===== config.mk =====
export PLATFORM = sky130hd
export DESIGN_NAME = sdram_port_arbiter_flat
export DESIGN_NICKNAME = d
export VERILOG_FILES = /design/src/rtl/sdram_pkg.sv /design/src/rtl/sdram_port_arbiter_if.sv /design/src/rtl/clkref_phase.sv /design/src/rtl/sdram_port_arbiter.sv /design/src/flat_wrapper.sv
export SDC_FILE = /design/constraint.sdc
export NUM_CORES = 1
export LEC_CHECK = 0
export CAP_MARGIN = 10
export CORE_MARGIN = 4
export CORE_UTILIZATION = 43
export DETAILED_ROUTE_END_ITERATION = 12
export PLACE_DENSITY_LB_ADDON = 0.12
export SYNTH_ARGS = -nofsm -noshare
export SYNTH_HDL_FRONTEND = slang
export SYNTH_SLANG_ARGS = --single-unit
export TNS_END_PERCENT = 20

===== constraint.sdc =====
create_clock -name clk -period 4.3 [get_ports clk]
set_input_delay 0.86 -clock clk [delete_from_list [all_inputs] [get_ports clk]]
set_output_delay 0.86 -clock clk [all_outputs]
set_load 0.05 [all_outputs]

===== src/rtl/sdram_pkg.sv =====
// Shared constants and state encoding for blocks that sit on the SDRAM
// controller's single-slot, clkref-paced byte interface.
package sdram_pkg;

  localparam int SDRAM_ADDR_W   = 25;
  localparam int SDRAM_DATA_W   = 8;
  localparam int DEF_CYCLE_LEN  = 8;
  localparam int DEF_DATA_PHASE = 7;

  typedef enum logic [1:0] {
    STATE_IDLE   = 2'd0,
    STATE_BUSY_A = 2'd1,
    STATE_BUSY_B = 2'd2
  } state_t;

endpackage


===== src/rtl/sdram_port_arbiter_if.sv =====
// Requester ports A/B plus the SDRAM controller slot, bundled for the arbiter.
interface sdram_port_arbiter_if;
  import sdram_pkg::*;

  logic                    a_req;
  logic                    a_we;
  logic [SDRAM_ADDR_W-1:0] a_addr;
  logic [SDRAM_DATA_W-1:0] a_din;
  logic [SDRAM_DATA_W-1:0] a_dout;
  logic                    a_ack;

  logic                    b_req;
  logic                    b_we;
  logic [SDRAM_ADDR_W-1:0] b_addr;
  logic [SDRAM_DATA_W-1:0] b_din;
  logic [SDRAM_DATA_W-1:0] b_dout;
  logic                    b_ack;

  logic [SDRAM_ADDR_W-1:0] ram_addr;
  logic                    ram_we;
  logic [SDRAM_DATA_W-1:0] ram_din;
  logic [SDRAM_DATA_W-1:0] ram_dout;

  // Requesters and the controller's read byte drive the arbiter.
  modport master (
    output a_req, a_we, a_addr, a_din,
    input  a_dout, a_ack,
    output b_req, b_we, b_addr, b_din,
    input  b_dout, b_ack,
    input  ram_addr, ram_we, ram_din,
    output ram_dout
  );

  modport slave (
    input  a_req, a_we, a_addr, a_din,
    output a_dout, a_ack,
    input  b_req, b_we, b_addr, b_din,
    output b_dout, b_ack,
    output ram_addr, ram_we, ram_din,
    input  ram_dout
  );
endinterface


===== src/rtl/clkref_phase.sv =====
// clkref rising-edge detector and saturating slot phase counter; a stalled
// clkref parks the phase at CYCLE_LEN-1 so the slot machine freezes.
module clkref_phase #(
  parameter int CYCLE_LEN = 8,
  parameter int PHASE_W   = $clog2(CYCLE_LEN)
) (
  input  logic               clk,
  input  logic               reset_n,
  input  logic               clkref,
  output logic               ref_edge,
  output logic [PHASE_W-1:0] phase
);

  localparam logic [PHASE_W-1:0] PHASE_LAST = PHASE_W'(CYCLE_LEN - 1);

  logic clkref_d;

  assign ref_edge = clkref & ~clkref_d;

  always_ff @(posedge clk or negedge reset_n) begin
    if (!reset_n) begin
      clkref_d <= 1'b0;
      phase    <= PHASE_LAST;
    end else begin
      clkref_d <= clkref;
      if (ref_edge)
        phase <= '0;
      else if (phase != PHASE_LAST)
        phase <= phase + 1'b1;
    end
  end

endmodule


===== src/rtl/sdram_port_arbiter.sv =====
// Two-port arbiter onto the SDRAM controller slot: A (CPU/video) has priority,
// B (disk DMA) is forced through after STARVE_MAX consecutive losses.
module sdram_port_arbiter
  import sdram_pkg::*;
#(
  parameter int CYCLE_LEN  = DEF_CYCLE_LEN,
  parameter int DATA_PHASE = DEF_DATA_PHASE,
  parameter int STARVE_MAX = 3
) (
  input  logic               clk,
  input  logic               reset_n,
  input  logic               clkref,
  sdram_port_arbiter_if.slave bus
);

  localparam int PHASE_W  = $clog2(CYCLE_LEN);
  localparam int STARVE_W = $clog2(STARVE_MAX + 1);

  logic                ref_edge;
  logic [PHASE_W-1:0]  phase;
  logic [STARVE_W-1:0] starve;
  state_t              state;
  state_t              state_nxt;
  logic                grant_a, grant_b, done_a, done_b;

  clkref_phase #(
    .CYCLE_LEN (CYCLE_LEN),
    .PHASE_W   (PHASE_W)
  ) u_phase (
    .clk      (clk),
    .reset_n  (reset_n),
    .clkref   (clkref),
    .ref_edge (ref_edge),
    .phase    (phase)
  );

  always_ff @(posedge clk or negedge reset_n) begin
    if (!reset_n) state <= STATE_IDLE;
    else          state <= state_nxt;
  end

  // A fresh edge always re-arbitrates, even if it cuts a glitched slot short.
  always_comb begin
    state_nxt = state;
    if (ref_edge) begin
      if (grant_b)      state_nxt = STATE_BUSY_B;
      else if (grant_a) state_nxt = STATE_BUSY_A;
      else              state_nxt = STATE_IDLE;
    end else if (done_a || done_b) begin
      state_nxt = STATE_IDLE;
    end
  end

  always_comb begin
    grant_b = ref_edge && bus.b_req &&
              (!bus.a_req || (starve == STARVE_W'(STARVE_MAX)));
    grant_a = ref_edge && bus.a_req && !grant_b;
    done_a  = (state == STATE_BUSY_A) && ((phase == PHASE_W'(DATA_PHASE)) || ref_edge);
    done_b  = (state == STATE_BUSY_B) && ((phase == PHASE_W'(DATA_PHASE)) || ref_edge);
  end

  always_ff @(posedge clk or negedge reset_n) begin
    if (!reset_n) begin
      starve <= '0;
    end else if (ref_edge) begin
      if (!bus.b_req || grant_b)
        starve <= '0;
      else if (starve != STARVE_W'(STARVE_MAX))
        starve <= starve + 1'b1;
    end
  end

  // ram_we still describes the slot in flight when done_x is evaluated.
  always_ff @(posedge clk or negedge reset_n) begin
    if (!reset_n) begin
      bus.ram_addr <= '0;
      bus.ram_we   <= 1'b0;
      bus.ram_din  <= '0;
      bus.a_dout   <= '0;
      bus.b_dout   <= '0;
      bus.a_ack    <= 1'b0;
      bus.b_ack    <= 1'b0;
    end else begin
      bus.a_ack <= done_a;
      bus.b_ack <= done_b;
      if (done_a && !bus.ram_we) bus.a_dout <= bus.ram_dout;
      if (done_b && !bus.ram_we) bus.b_dout <= bus.ram_dout;

      if (grant_b) begin
        bus.ram_addr <= bus.b_addr;
        bus.ram_we   <= bus.b_we;
        bus.ram_din  <= bus.b_din;
      end else if (grant_a) begin
        bus.ram_addr <= bus.a_addr;
        bus.ram_we   <= bus.a_we;
        bus.ram_din  <= bus.a_din;
      end else if (ref_edge || done_a || done_b) begin
        bus.ram_we   <= 1'b0;
      end
    end
  end

endmodule


===== src/flat_wrapper.sv =====
// flat-port wrapper written by rule: the top's interface ports become plain ports
module sdram_port_arbiter_flat import sdram_pkg::*;
#(
  parameter int CYCLE_LEN  = DEF_CYCLE_LEN,
  parameter int DATA_PHASE = DEF_DATA_PHASE,
  parameter int STARVE_MAX = 3
)
  (clk, reset_n, clkref, bus_a_req, bus_a_we, bus_a_addr, bus_a_din, bus_a_dout, bus_a_ack, bus_b_req, bus_b_we, bus_b_addr, bus_b_din, bus_b_dout, bus_b_ack, bus_ram_addr, bus_ram_we, bus_ram_din, bus_ram_dout);
  sdram_port_arbiter_if bus_i ();
  input  logic clk;
  input  logic reset_n;
  input  logic clkref;
  input wire logic [$bits(bus_i.a_req)-1:0] bus_a_req;
  input wire logic [$bits(bus_i.a_we)-1:0] bus_a_we;
  input wire logic [$bits(bus_i.a_addr)-1:0] bus_a_addr;
  input wire logic [$bits(bus_i.a_din)-1:0] bus_a_din;
  output wire logic [$bits(bus_i.a_dout)-1:0] bus_a_dout;
  output wire logic [$bits(bus_i.a_ack)-1:0] bus_a_ack;
  input wire logic [$bits(bus_i.b_req)-1:0] bus_b_req;
  input wire logic [$bits(bus_i.b_we)-1:0] bus_b_we;
  input wire logic [$bits(bus_i.b_addr)-1:0] bus_b_addr;
  input wire logic [$bits(bus_i.b_din)-1:0] bus_b_din;
  output wire logic [$bits(bus_i.b_dout)-1:0] bus_b_dout;
  output wire logic [$bits(bus_i.b_ack)-1:0] bus_b_ack;
  output wire logic [$bits(bus_i.ram_addr)-1:0] bus_ram_addr;
  output wire logic [$bits(bus_i.ram_we)-1:0] bus_ram_we;
  output wire logic [$bits(bus_i.ram_din)-1:0] bus_ram_din;
  input wire logic [$bits(bus_i.ram_dout)-1:0] bus_ram_dout;
  assign bus_i.a_req = bus_a_req;
  assign bus_i.a_we = bus_a_we;
  assign bus_i.a_addr = bus_a_addr;
  assign bus_i.a_din = bus_a_din;
  assign bus_a_dout = bus_i.a_dout;
  assign bus_a_ack = bus_i.a_ack;
  assign bus_i.b_req = bus_b_req;
  assign bus_i.b_we = bus_b_we;
  assign bus_i.b_addr = bus_b_addr;
  assign bus_i.b_din = bus_b_din;
  assign bus_b_dout = bus_i.b_dout;
  assign bus_b_ack = bus_i.b_ack;
  assign bus_ram_addr = bus_i.ram_addr;
  assign bus_ram_we = bus_i.ram_we;
  assign bus_ram_din = bus_i.ram_din;
  assign bus_i.ram_dout = bus_ram_dout;
  sdram_port_arbiter #(.CYCLE_LEN(CYCLE_LEN), .DATA_PHASE(DATA_PHASE), .STARVE_MAX(STARVE_MAX)) u_core (.clk(clk), .reset_n(reset_n), .clkref(clkref), .bus(bus_i));
endmodule

==> impl.org, run 1 <==
** GRT
- The number of antenna violations at the first check in global routing is 0.
- Residual overflow from global routing :: 0
- Global routing consumed, over all layers together, 19.22% of the routing resources.
- The number of global-route vias before repair came to 2250.
- Entering global routing, the biggest net connects 41 pins.
- The first global-routing pass estimated 11090 microns of wire.

** Timing
- In this run the tightest slew margin relative to its limit is between 30% and 40%.
- Setup slack closes at about 1.8 ns.
- Final Critical Period :: roughly 2.5 ns
- Worst hold slack :: 0.5049 ns
- For this run, the top clock speed supported by timing is between 0.4 and 0.5 GHz.
- Final Slew Violations :: 0
- Final Hold Fails :: 0
- Clock skew on the completed layout was measured at ~0.0075 ns.
- Setup violations remaining at the end of the flow were counted as 0.
- Sum Neg Setup Slack :: 0 ns
- Setup repair after global routing left no endpoint under its margin.
- Pin slew with the least headroom to its limit :: around 1.0 ns
- The final critical path takes up ~58% of the cycle.

** Worst setup path
- The slowest stage of the critical path is the sky130_fd_sc_hd__clkdlybuf4s50_1 cell.
- Maximum fanout along the worst path :: 4
- Worst Path Required :: about 3.4 ns
- Crit-path cells :: clkdlybuf4s50_1
- The largest single stage delay on the critical path is 0.85 ns.
- Type of element capturing the critical path :: primary output
- Top cell family by delay on the critical path :: buffers and inverters
- STA classifies the critical path startpoint as a flip-flop.
- At the worst endpoint, the arrival time is 1.62 ns.
- The critical path is of the flip-flop to primary output type.
- Number of buffers and inverters on the critical path :: 1

** Final layout
- After the last flow step, the layout net total stands at roughly 410.
- Synthesis-to-finish area growth :: 59.88%
- With fillers left out, the area of the finished cells amounts to approximately 0.0042 sq mm.
- After filler insertion, the fill cell instance count of the layout stands at between 400 and 500.
- Fraction of layout cells with a size suffix above 1 :: between 10% and 20%
- The repair_antennas step left the layout with diodes totalling 0.

** Clocking
- TritonCTS built the clock tree.
- In this run the number of H-tree levels came out at 3.
- Once the clock tree was built, the resizer swapped 0 gates to a different size.
- Clock latency at the later pin of the worst-skew pair :: approximately 0.33 ns
- Clock transition at the register clock pins on the worst setup and hold paths after CTS :: roughly 0.07 ns
- Hold bufs inserted after CTS :: 0
- Buffer type at the clock tree root :: sky130_fd_sc_hd__clkbuf_8
- For this design, the sink count on the clock tree is 60.
- No sink is reached through more buffers than the 2 on the longest clock path.
- The number of setup buffers added after CTS is 0.
- Num CTS Buffers :: 9

** Hold path
- Type of the most critical hold path :: flip-flop to flip-flop

** Yosys
- Dividing the synthesized area by the synthesized cell count gives around 13 sq um.
- The Yosys step of the flow raised 0 warnings.
- After synthesis the netlist holds a flip-flop and latch count of 60.
- The number of nets handed over by synthesis was 282.
- The synthesized design contains 0 enable-type register cells.
- After synthesis, the netlist uses 34 different library cells.
- Sequential fraction of the synthesis area :: 57.26%
- Predominant post-synthesis flop cell :: sky130_fd_sc_hd__dfrtp_1
- In this run the cell area of the synthesized design comes to approximately 0.0026 sq mm.
- Mapped Cells :: about 200
- Post-synth ARST share :: 100.0%

** Power
- For this design the total switching power over the nets is ~950 uW.
- The internal portion of the total power is roughly 1500 uW.
- Dividing total power by cell area gives a power density of 571.2 mW/mm^2.
- Share of power burned in registers :: roughly 34%
- Clock network fraction of total power :: between 20% and 30%
- Cell leakage power :: 0.001893 uW
- Net switching is a little under 40% of the power.
- In this run, the combinational gates consume between 40% and 50% of the power.
- Worst-case vdd ir drop :: ~0.0005 V

** Job
- Reported max-cap violation count :: 0

** Drt
- Total number of vias :: 2173
- Number of DRC markers in iteration 0 :: 77
- Final routed wire length divided by cell count :: roughly 17 microns
- Final WL :: between 7000 and 8000 microns
- DRC violation count after routing :: 0
- Drt first pass iters :: 4
- After detailed routing, the number of vias per cell comes to around 5.3.
- Count of antenna-violating nets left after detailed routing :: 0

** Place
- Buffers placed on the I/O ports in this run total 132.
- Once placement finished, the instance area stood at roughly 0.0040 sq mm.
- At the end of routability-driven placement, the weighted congestion stood at 0.7719.
- HPWL after detailed placement :: ~5000 microns
- Worst slack after detailed placement :: roughly 1.4 ns

** Floorplanning
- IO Count :: between 100 and 150
- The region available for standard cell placement spans ~0.006 sq mm.
- Initial core utilization :: around 44%
- Total die area :: 0.007429 sq mm
- Measured along the x axis, the die boundary spans roughly 86 microns.
- Row Count :: 28
- In this run the vertical extent of the chip is roughly 86 microns.

** Outcome
- The flow ran to the end, and the final reports show no timing, DRC or antenna violations.
## per-stage QoR
| step | total power (uW) | utilization (%) | instances |
|---|---|---|---|
| 6_report | 2401 | 70.98 | 409 |
| 5_1_grt | 2513 | 70.98 | 409 |
| 4_1_cts | 2425 | 70.98 | 409 |
| 3_5_place_dp | 1908 | 67.56 | 393 |
| 3_3_place_gp | 1884 | 67.56 | 393 |
| 2_1_floorplan | 1497 | - | 198 |
## kinds of logic after synthesis
kind of cell	synth area share [%]
adders and majority gates	1.428
buffers and inverters	2.904
xor gates and xnor gates	0.6665
and+or+nand+nor	12.42
muxes	8.758
DFF	57.26
AOI/OAI and AO/OA	16.56
## routing by layer
layer | part of all wire (%) | wire length (microns) | vias up | global-route usage, %
met2 | 50 | 3529 | 91 | 31.32
met4 | 1.1 | 77 | 0 | 6.374
li1 | - | - | 1024 | -
met5 | 0 | 0 | - | 0
met1 | 40 | 2801 | 1052 | 23.49
met3 | 9.2 | 653 | 6 | 7.510
## power groups by stage
stage | Sequential, uW | Clock (uW) | Combinational (uW)
after floorplan | 1280 | 0 | 221
after global placement | 814 | 0 | 1070
after detailed placement | 819 | 0 | 1090
after CTS | 813 | 522 | 1090
after global routing | 834 | 555 | 1120
final | 811 | 512 | 1080
## worst paths after layout
| path | start | endpoint | slack, ns | depth (start not counted) |
|---|---|---|---|---|
| worst min register to register | u_core.starve[0] | u_core.starve[0] | 0.50 | 1 |
| min in group asynchronous | reset_n | u_core.bus.a_dout[5] | 0.64 | 1 |
| worst max-delay path | u_core.bus.ram_we | bus_ram_we | 1.82 | 1 |
| worst max register to register | u_core.u_phase.phase[0] | u_core.bus.b_dout[3] | 1.96 | 5 |
| worst min-delay path | u_core.starve[0] | u_core.starve[0] | 0.50 | 1 |
| max in group asynchronous | reset_n | u_core.bus.ram_addr[9] | 2.85 | 2 |
## registers in the layout (all words and copies together), names as in the netlist, 2 cells and up
name,count
u_core.bus.a_dout,8
u_core.bus.b_dout,8
u_core.bus.ram_addr,25
u_core.bus.ram_din,8
u_core.starve,2
u_core.state,2
u_core.u_phase.phase,3
## worst register-to-register path: stages, from the launching register on
cell and delay [ns]:
sky130_fd_sc_hd__dfstp_2 0.54, sky130_fd_sc_hd__ha_1 0.14, sky130_fd_sc_hd__ha_1 0.42, sky130_fd_sc_hd__inv_1 0.15, sky130_fd_sc_hd__a211oi_4 0.61, sky130_fd_sc_hd__mux2_4 0.36
## area by class of cell
type	count	area, sq um	area share, %
inverter	3	11.26	0.2679
tap	75	93.84	2.233
timing repair buffer	135	1339	31.85
clock buffer	12	155.1	3.692
sequential	60	1505	35.81
clock inverter	4	47.55	1.131
multi-input combinational	120	1051	25.01
## cells in the final DEF (no fill, tap or decap), types with 2 or more instances in the layout
cell type,netlist,layout
sky130_fd_sc_hd__mux2_4,8,8
sky130_fd_sc_hd__ha_1,3,3
sky130_fd_sc_hd__a221o_1,33,33
sky130_fd_sc_hd__xor2_1,2,2
sky130_fd_sc_hd__clkbuf_8,0,11
sky130_fd_sc_hd__dfstp_2,3,3
sky130_fd_sc_hd__and3_1,34,34
sky130_fd_sc_hd__nand2b_4,2,2
sky130_fd_sc_hd__dfrtp_1,57,57
sky130_fd_sc_hd__mux2_2,8,8
sky130_fd_sc_hd__nor2_1,5,5
sky130_fd_sc_hd__inv_1,3,3
sky130_fd_sc_hd__buf_4,1,3
sky130_fd_sc_hd__clkdlybuf4s50_1,0,131
sky130_fd_sc_hd__nand2_1,4,4
sky130_fd_sc_hd__mux2i_1,2,2
sky130_fd_sc_hd__clkinv_2,0,2
sky130_fd_sc_hd__nand3_1,2,2
## synthesized netlist by cell type, types with 2 or more instances
library cell	count	area share [%]
sky130_fd_sc_hd__dfstp_2	3	3.0
sky130_fd_sc_hd__inv_1	3	0.43
sky130_fd_sc_hd__nor2_1	5	0.71
sky130_fd_sc_hd__mux2_2	8	3.4
sky130_fd_sc_hd__buf_2	4	0.76
sky130_fd_sc_hd__mux2_4	8	4.6
sky130_fd_sc_hd__and3_1	34	8.1
sky130_fd_sc_hd__mux2i_1	2	0.76
sky130_fd_sc_hd__dfrtp_1	57	54
sky130_fd_sc_hd__nand2_1	4	0.57
sky130_fd_sc_hd__nand3_1	2	0.38
sky130_fd_sc_hd__nand2b_4	2	1.0
sky130_fd_sc_hd__clkbuf_1	10	1.4
sky130_fd_sc_hd__xor2_1	2	0.67
sky130_fd_sc_hd__a221o_1	33	13
sky130_fd_sc_hd__ha_1	3	1.4
Power figures use the tool's default switching activity.
==> inputs of run 2 (changes only) <==
--- a/config.mk
+++ b/config.mk
@@ -7,7 +7,7 @@
 export LEC_CHECK = 0
 export CAP_MARGIN = 10
 export CORE_MARGIN = 4
-export CORE_UTILIZATION = 43
+export CORE_UTILIZATION = 36
 export DETAILED_ROUTE_END_ITERATION = 12
 export PLACE_DENSITY_LB_ADDON = 0.12
 export SYNTH_ARGS = -nofsm -noshare
==> constraint.sdc (replaced) <==
create_clock -name clk -period 2.1 [get_ports clk]
set_input_delay 0.42 -clock clk [delete_from_list [all_inputs] [get_ports clk]]
set_output_delay 0.42 -clock clk [all_outputs]
set_load 0.05 [all_outputs]
==> impl.org, run 2 (synthesized netlist as in run 1, its figures left out) <==
** Outcome
- The run finished with clean final reports.

** Final layout
- The share of post-route cells with drive strength above 1 is 15.70% (+2.5 points).
- Most common cell after layout, fill and taps aside :: sky130_fd_sc_hd__clkdlybuf4s50_1
- Compared with the post-synthesis result, the final layout area differs by 63.87%.
- The final cell count without fillers came to 440 (+7.6%).
- Post-layout net count :: 423 (+2.4%)
- Number of flip-flops under the largest register name :: 25 (unchanged)
- Largest register by flop count :: u_core.bus.ram_addr
- The number of fill cells came to 553 (+20%).
- Leaving out fill and tap cells, the most frequent cells in the layout are sky130_fd_sc_hd__clkdlybuf4s50_1 (131), sky130_fd_sc_hd__dfrtp_1 (57), sky130_fd_sc_hd__and3_1 (34).
- Antenna Diode Count :: 0 (unchanged)

** Power
- Share of power burned in registers :: 34.8% (+1.0 points)
- Switch share :: 40.65% (+1.2 points)
- Worst-case vdd ir drop :: 0.0004717 V (-5.8%)
- Combinational fraction of design power :: 46.7% (+1.8 points)
- The leakage power of the design was 0.001942 uW (+2.5%).
- Switching power summed over all nets :: 1947 uW (+110%)
- Clock network fraction of total power :: 18.6% (-2.7 points)
- Power per unit of standard cell area :: 1112 mW/mm^2 (+95%)
- Cell-internal power :: 2844 uW (+96%)
- Power, Total :: 4791 uW (+100%)

** Clocking
- Number of levels the H-tree was split into :: 3 (unchanged)
- The maximum count of clock buffers along a single path was 2 (unchanged).
- CTS tree :: done
- Hold bufs inserted after CTS :: 0 (unchanged)
- Num CTS Buffers :: 9 (unchanged)
- Number of clock sinks seen by CTS :: 60 (unchanged)
- The clock-pin slew on the worst setup and hold paths came to 0.07 ns (about the same).
- The post-cts gate resize count is 0 (unchanged).
- Number of buffers inserted to repair setup after CTS :: 0 (unchanged)
- CTS placed an instance of sky130_fd_sc_hd__clkbuf_8 at the clock tree root.
- The clock latency on the worst-skew pair was 0.33 ns (about the same).

** Drt
- The final routed wire length divided by cell count is 16.33 microns (-5.4%).
- The number of detailed-routing iterations run before antenna repair is 4 (unchanged).
- Ratio of routed vias to standard cells :: 4.975 (-6.4%)
- The routed wire length was 7183 microns (+1.7%).
- The number of violations reported at the end of detailed-routing iteration 0 is 103 (+34%).
- DRC violation count after routing :: 0 (unchanged)
- Count of antenna-violating nets left after detailed routing :: 0 (unchanged)
- Total number of vias :: 2189 (+0.74%)

** Worst setup path
- Crit Path Class :: flip-flop to primary output
- Top cell family by delay on the critical path :: buffers and inverters
- Slowest cell on crit path :: sky130_fd_sc_hd__clkdlybuf4s50_1
- Maximum fanout along the worst path :: 4 (unchanged)
- The worst setup path is launched from a flip-flop.
- Crit-path cells :: clkdlybuf4s50_1
- The combined buffer and inverter count along the critical path was 1 (unchanged).
- The data required time at the worst endpoint was 1.68 ns (-1.76 ns).
- The arrival time at the worst endpoint is 1.61 ns (about the same).
- The worst stage delay on the critical path came to 0.84 ns (about the same).
- Type of element capturing the critical path :: primary output
- The slack of the worst reg-to-reg path came to 0.31 ns (-1.65 ns).

** Timing
- The setup clock skew after layout was 0.008912 ns (+0.001389 ns).
- Derived from the worst setup path, the maximum achievable clock frequency is between 0.4 and 0.5 GHz.
- Final Hold Fails :: 0 (unchanged)
- The transition time at the pin with the least slew margin is 0.5261 ns (-0.4944 ns).
- The number of slew-limit violations in the final report came to 0 (unchanged).
- Setup repair after global routing left no endpoint under its margin.
- Share of the clock period used by the worst path :: around 97%
- The count of endpoints failing setup in the final report was 0 (unchanged).
- The worst slew margin relative to its limit is 64.82% (+33 points).
- After layout, the minimum clock period comes to between 2 and 2.5 ns.
- The setup TNS came to 0 ns (unchanged).

** Place
- HPWL after detailed placement :: 5353 microns (+6.5%)
- The number of port buffers is 132 (unchanged).
- The placer congestion estimate came to 0.7523 (-2.5%).
- DP Cell Count :: 424 (+7.9%)

** Floorplanning
- The number of ports placed on the die boundary is 133 (unchanged).
- CORE AREA :: 0.006944 sq mm (+17%)
- The number of core rows was 30 (+7.1%).
- The vertical extent of the die came to 93.45 microns (+8.4%).
- The die outline area is 0.008733 sq mm (+18%).
- Initial core utilization :: 37.86% (-6.5 points)
- Width of the chip :: 93.45 microns (+8.4%)

** GRT
- GRT Resource Usage Total :: 16.85% (-2.4 points)
- The wire length of the first global-routing pass was 11430 microns (+3.0%).
- The overflow left after global routing came to 0 (unchanged).
- The number of antenna violations at the first check in global routing was 0 (unchanged).
- The maximum number of pins on one net before global-route repair was 61 (+49%).
- The number of global-route vias before repair came to 2318 (+3.0%).

** Hold path
- The min-delay analysis places its worst path in the category input port to async pin.

** Job
- The number of violations of the max-capacitance limit was 0 (unchanged).
[run 2: final timing paths]
path	from	end	cells after the start
min in group clk	u_core.starve[0]	u_core.starve[0]	1
min	reset_n	u_core.bus.a_dout[1]	2
max reg2reg	u_core.u_phase.phase[0]	u_core.bus.b_dout[7]	6
max	u_core.bus.ram_we	bus_ram_we	1
max in group asynchronous	reset_n	u_core.u_phase.phase[2]	2
min reg2reg	u_core.starve[0]	u_core.starve[0]	1
[run 2: layout make-up]
type	count	area [sq um]	area share, %
Multi-Input combinational cell	120	1051	24.40
Tap cell	96	120.1	2.788
Timing Repair Buffer	145	1451	33.69
Inverter	3	11.26	0.2614
Clock inverter	5	27.53	0.6390
Clock buffer	11	141.4	3.282
Sequential cell	60	1505	34.94
[run 2: per-stage QoR]
| step | hold slack, ns | setup WS, ns | instance area, sq um | util, % |
|---|---|---|---|---|
| 3_5_place_dp | 0.4535 | 0.01900 | 4139 | 59.60 |
| 6_report | 0.09073 | 0.06842 | 4308 | 62.04 |
| 3_3_place_gp | 0.4534 | 0.07831 | 4139 | 59.60 |
| 5_1_grt | 0.1053 | 0.01823 | 4308 | 62.04 |
| 4_1_cts | 0.09626 | 0.04987 | 4308 | 62.04 |
| 2_1_floorplan | 0.1244 | 0.1499 | 2629 | - |
[run 2: layer usage]
metal  GRT usage [%]  share of wire (%)
met5               0                  0
met4           5.861                1.1
met3           7.160                9.7
met2           27.75                 49
met1           19.60                 40
[run 2: power by group through the flow]
| stage | registers [uW] | logic [uW] | clock network (uW) |
|---|---|---|---|
| floorplan | 2610 | 452 | 0 |
| global placement | 1680 | 2230 | 0 |
| detailed placement | 1680 | 2260 | 0 |
| CTS | 1670 | 2260 | 910 |
| global route | 1710 | 2340 | 969 |
| finish | 1670 | 2240 | 889 |
[run 2: worst register-to-register path, cell delays in order (launching register included)]
cell	delay [ns]
sky130_fd_sc_hd__dfstp_2	0.54
sky130_fd_sc_hd__ha_1	0.15
sky130_fd_sc_hd__ha_1	0.19
sky130_fd_sc_hd__inv_1	0.08
sky130_fd_sc_hd__a211oi_4	0.25
sky130_fd_sc_hd__buf_12	0.18
sky130_fd_sc_hd__mux2_4	0.30
==> inputs of run 3 (changes only) <==
--- a/config.mk
+++ b/config.mk
@@ -9,6 +9,7 @@
 export CORE_MARGIN = 4
 export CORE_UTILIZATION = 36
 export DETAILED_ROUTE_END_ITERATION = 12
+export MAX_ROUTING_LAYER = met4
 export PLACE_DENSITY_LB_ADDON = 0.12
 export SYNTH_ARGS = -nofsm -noshare
 export SYNTH_HDL_FRONTEND = slang
==> impl.org, run 3 (synthesized netlist as in run 1, its figures left out) <==
** Timing
- Final Critical Period :: 2.034 ns (+0.002910 ns)
- Pin slew with the least headroom to its limit :: 0.5229 ns (-0.003153 ns)
- Setup repair after global routing left no endpoint under its margin.
- The number of slew-limit violations in the final report came to 0 (unchanged).
- Sum Neg Setup Slack :: 0 ns (unchanged)
- The top achievable clock speed came to 0.4915 GHz (-0.14%).
- The count of endpoints failing setup in the final report was 0 (unchanged).
- Share of the clock period used by the worst path :: 96.88% (+0.14 points)
- The worst slew margin relative to its limit came to 65.03% (+0.21 points).
- The final hold violation count was 0 (unchanged).
- The setup clock skew after layout was 0.008656 ns (-0.0002558 ns).

** Final layout
- In the layout the commonest cells are sky130_fd_sc_hd__clkdlybuf4s50_1 (131), sky130_fd_sc_hd__dfrtp_1 (57), sky130_fd_sc_hd__and3_1 (34).
- The diode insertion count for antenna repair came to 0 (unchanged).
- The number of flip-flops in the largest register was 25 (unchanged).
- The signed area change from the synthesized netlist to the final layout came to 63.87% (unchanged).
- Leaving out fill and tap cells, the most frequent cell in the layout is sky130_fd_sc_hd__clkdlybuf4s50_1.
- Final core utilization :: 62.04% (unchanged)
- Post-route insts no fill :: 440 (unchanged)
- The final layout net count is 423 (unchanged).
- Fraction of layout cells with a size suffix above 1 :: 15.70% (unchanged)
- The cell area after layout came to 0.004308 sq mm (unchanged).
- Largest register by flop count :: u_core.bus.ram_addr
- The number of fill cells came to 553 (unchanged).

** Clocking
- Post-CTS resize count :: 0 (unchanged)
- Number of levels the H-tree was split into :: 3 (unchanged)
- Number of clock sinks seen by CTS :: 60 (unchanged)
- Clock transition at the register clock pins on the worst setup and hold paths after CTS :: 0.06 ns (about the same)
- Max Buffers Root-to-Sink :: 2 (unchanged)
- Clock latency at the later pin of the worst-skew pair :: 0.33 ns (about the same)
- The post-CTS setup buffer count was 0 (unchanged).
- Hold bufs inserted after CTS :: 0 (unchanged)
- The number of buffers created by CTS came to 9 (unchanged).
- CTS placed an instance of sky130_fd_sc_hd__clkbuf_8 at the clock tree root.
- TritonCTS built the clock tree.

** Worst setup path
- Element type at the critical path start :: flip-flop
- Data arrival time at the worst-slack endpoint :: 1.61 ns (about the same)
- Crit Path Class :: flip-flop to primary output
- Top cell family by delay on the critical path :: buffers and inverters
- STA classifies the critical path endpoint as a primary output.
- Crit-path cells :: clkdlybuf4s50_1
- The worst stage delay on the critical path is 0.84 ns (about the same).
- On the critical path, the stage with the largest delay is an instance of sky130_fd_sc_hd__clkdlybuf4s50_1.
- The data required time at the worst endpoint was 1.68 ns (about the same).
- Maximum fanout along the worst path :: 4 (unchanged)
- The cell count along the critical path was 1 (unchanged).
- Number of cells on the worst reg-to-reg path :: 6 (unchanged)
- Number of buffers and inverters on the critical path :: 1 (unchanged)

** Drt
- The remaining antenna violation count was 0 (unchanged).
- The average vias per placed instance came to 4.952 (-0.46%).
- The final routed wire length divided by cell count was 16.34 microns (+0.11%).
- The number of violations reported at the end of detailed-routing iteration 0 was 111 (+7.8%).
- The routed wire length was 7191 microns (+0.11%).
- The final routed DRC violation total came to 0 (unchanged).
- Total number of vias :: 2179 (-0.46%)
- The number of detailed-routing iterations run before antenna repair came to 4 (unchanged).

** GRT
- The number of antenna violations at the first check in global routing was 0 (unchanged).
- The maximum number of pins on one net before global-route repair was 61 (unchanged).
- The number of global-route vias before repair is 2332 (+0.60%).
- The wire length of the first global-routing pass is 11390 microns (-0.31%).
- Residual overflow from global routing :: 0 (unchanged)
- GRT Resource Usage Total :: 17.26% (+0.41 points)

** Place
- The placer congestion estimate came to 0.7620 (+1.3%).
- HPWL after detailed placement :: 5353 microns (unchanged)
- DP Cell Count :: 424 (unchanged)
- The instance area after placement was 0.004139 sq mm (unchanged).
- Number of port buffers :: 132 (unchanged)

** Floorplanning
- The number of ports placed on the die boundary was 133 (unchanged).
- Row Count :: 30 (unchanged)
- The chip width came to 93.45 microns (unchanged).
- Chip Height :: 93.45 microns (unchanged)
- Total die area :: 0.008733 sq mm (unchanged)
- Initial core utilization :: 37.86% (unchanged)
- CORE AREA :: 0.006944 sq mm (unchanged)

** Power
- The peak ir drop on the vdd network is 0.0004717 V (about the same).
- Cell leakage power :: 0.001942 uW (unchanged)
- The total power density per cell area was 1112 mW/mm^2 (about the same).

** Job
- The number of violations of the max-capacitance limit came to 0 (unchanged).

** Outcome
- The flow ran to the end, and the final reports show no timing, DRC or antenna violations.

** Hold path
- Type of the most critical hold path :: input port to async pin
## run 3: cell counts in the layout (fill, tap and decap cells not counted)
No cell type changed its count.
## run 3: worst paths after layout
path,startpoint,end,slack [ns]
setup reg to reg,u_core.u_phase.phase[0],u_core.bus.b_dout[7],0.31
hold reg to reg,u_core.starve[0],u_core.starve[0],0.49
min in group clk,u_core.starve[0],u_core.starve[0],0.49
setup / recovery,u_core.bus.ram_we,bus_ram_we,0.07
max in group asynchronous,reset_n,u_core.u_phase.phase[2],1.72
hold / removal,reset_n,u_core.bus.ram_din[2],0.09
## run 3: routing by layer
layer,up-vias,GRT usage (%),wire length [microns]
li1,1042,-,-
met1,1035,21.24,3062
met2,93,27.75,3488
met3,9,4.344,539
met4,0,5.861,100
met5,-,-,0
## run 3: area by class of cell
cell class	instances	area [sq um]	area share, %
timing repair buffer	145	1451	33.69
sequential	60	1505	34.94
inverter	3	11.26	0.2614
clock inverter	5	27.53	0.6390
tap	96	120.1	2.788
clock buffer	11	141.4	3.282
multi-input combinational	120	1051	24.40
## run 3: through the flow
stage	worst slack (ns)	total power (uW)	hold WS [ns]
2_1_floorplan	0.1499	3066	0.1244
3_3_place_gp	0.07831	3908	0.4534
3_5_place_dp	0.01900	3937	0.4535
4_1_cts	0.04987	4839	0.09626
5_1_grt	0.02093	5014	0.1080
6_report	0.06551	4788	0.08943
## run 3: where the power goes
| part | internal (uW) | switching, uW |
|---|---|---|
| sequential | 1480 | 185 |
| combinational | 910 | 1320 |
| clock | 452 | 436 |
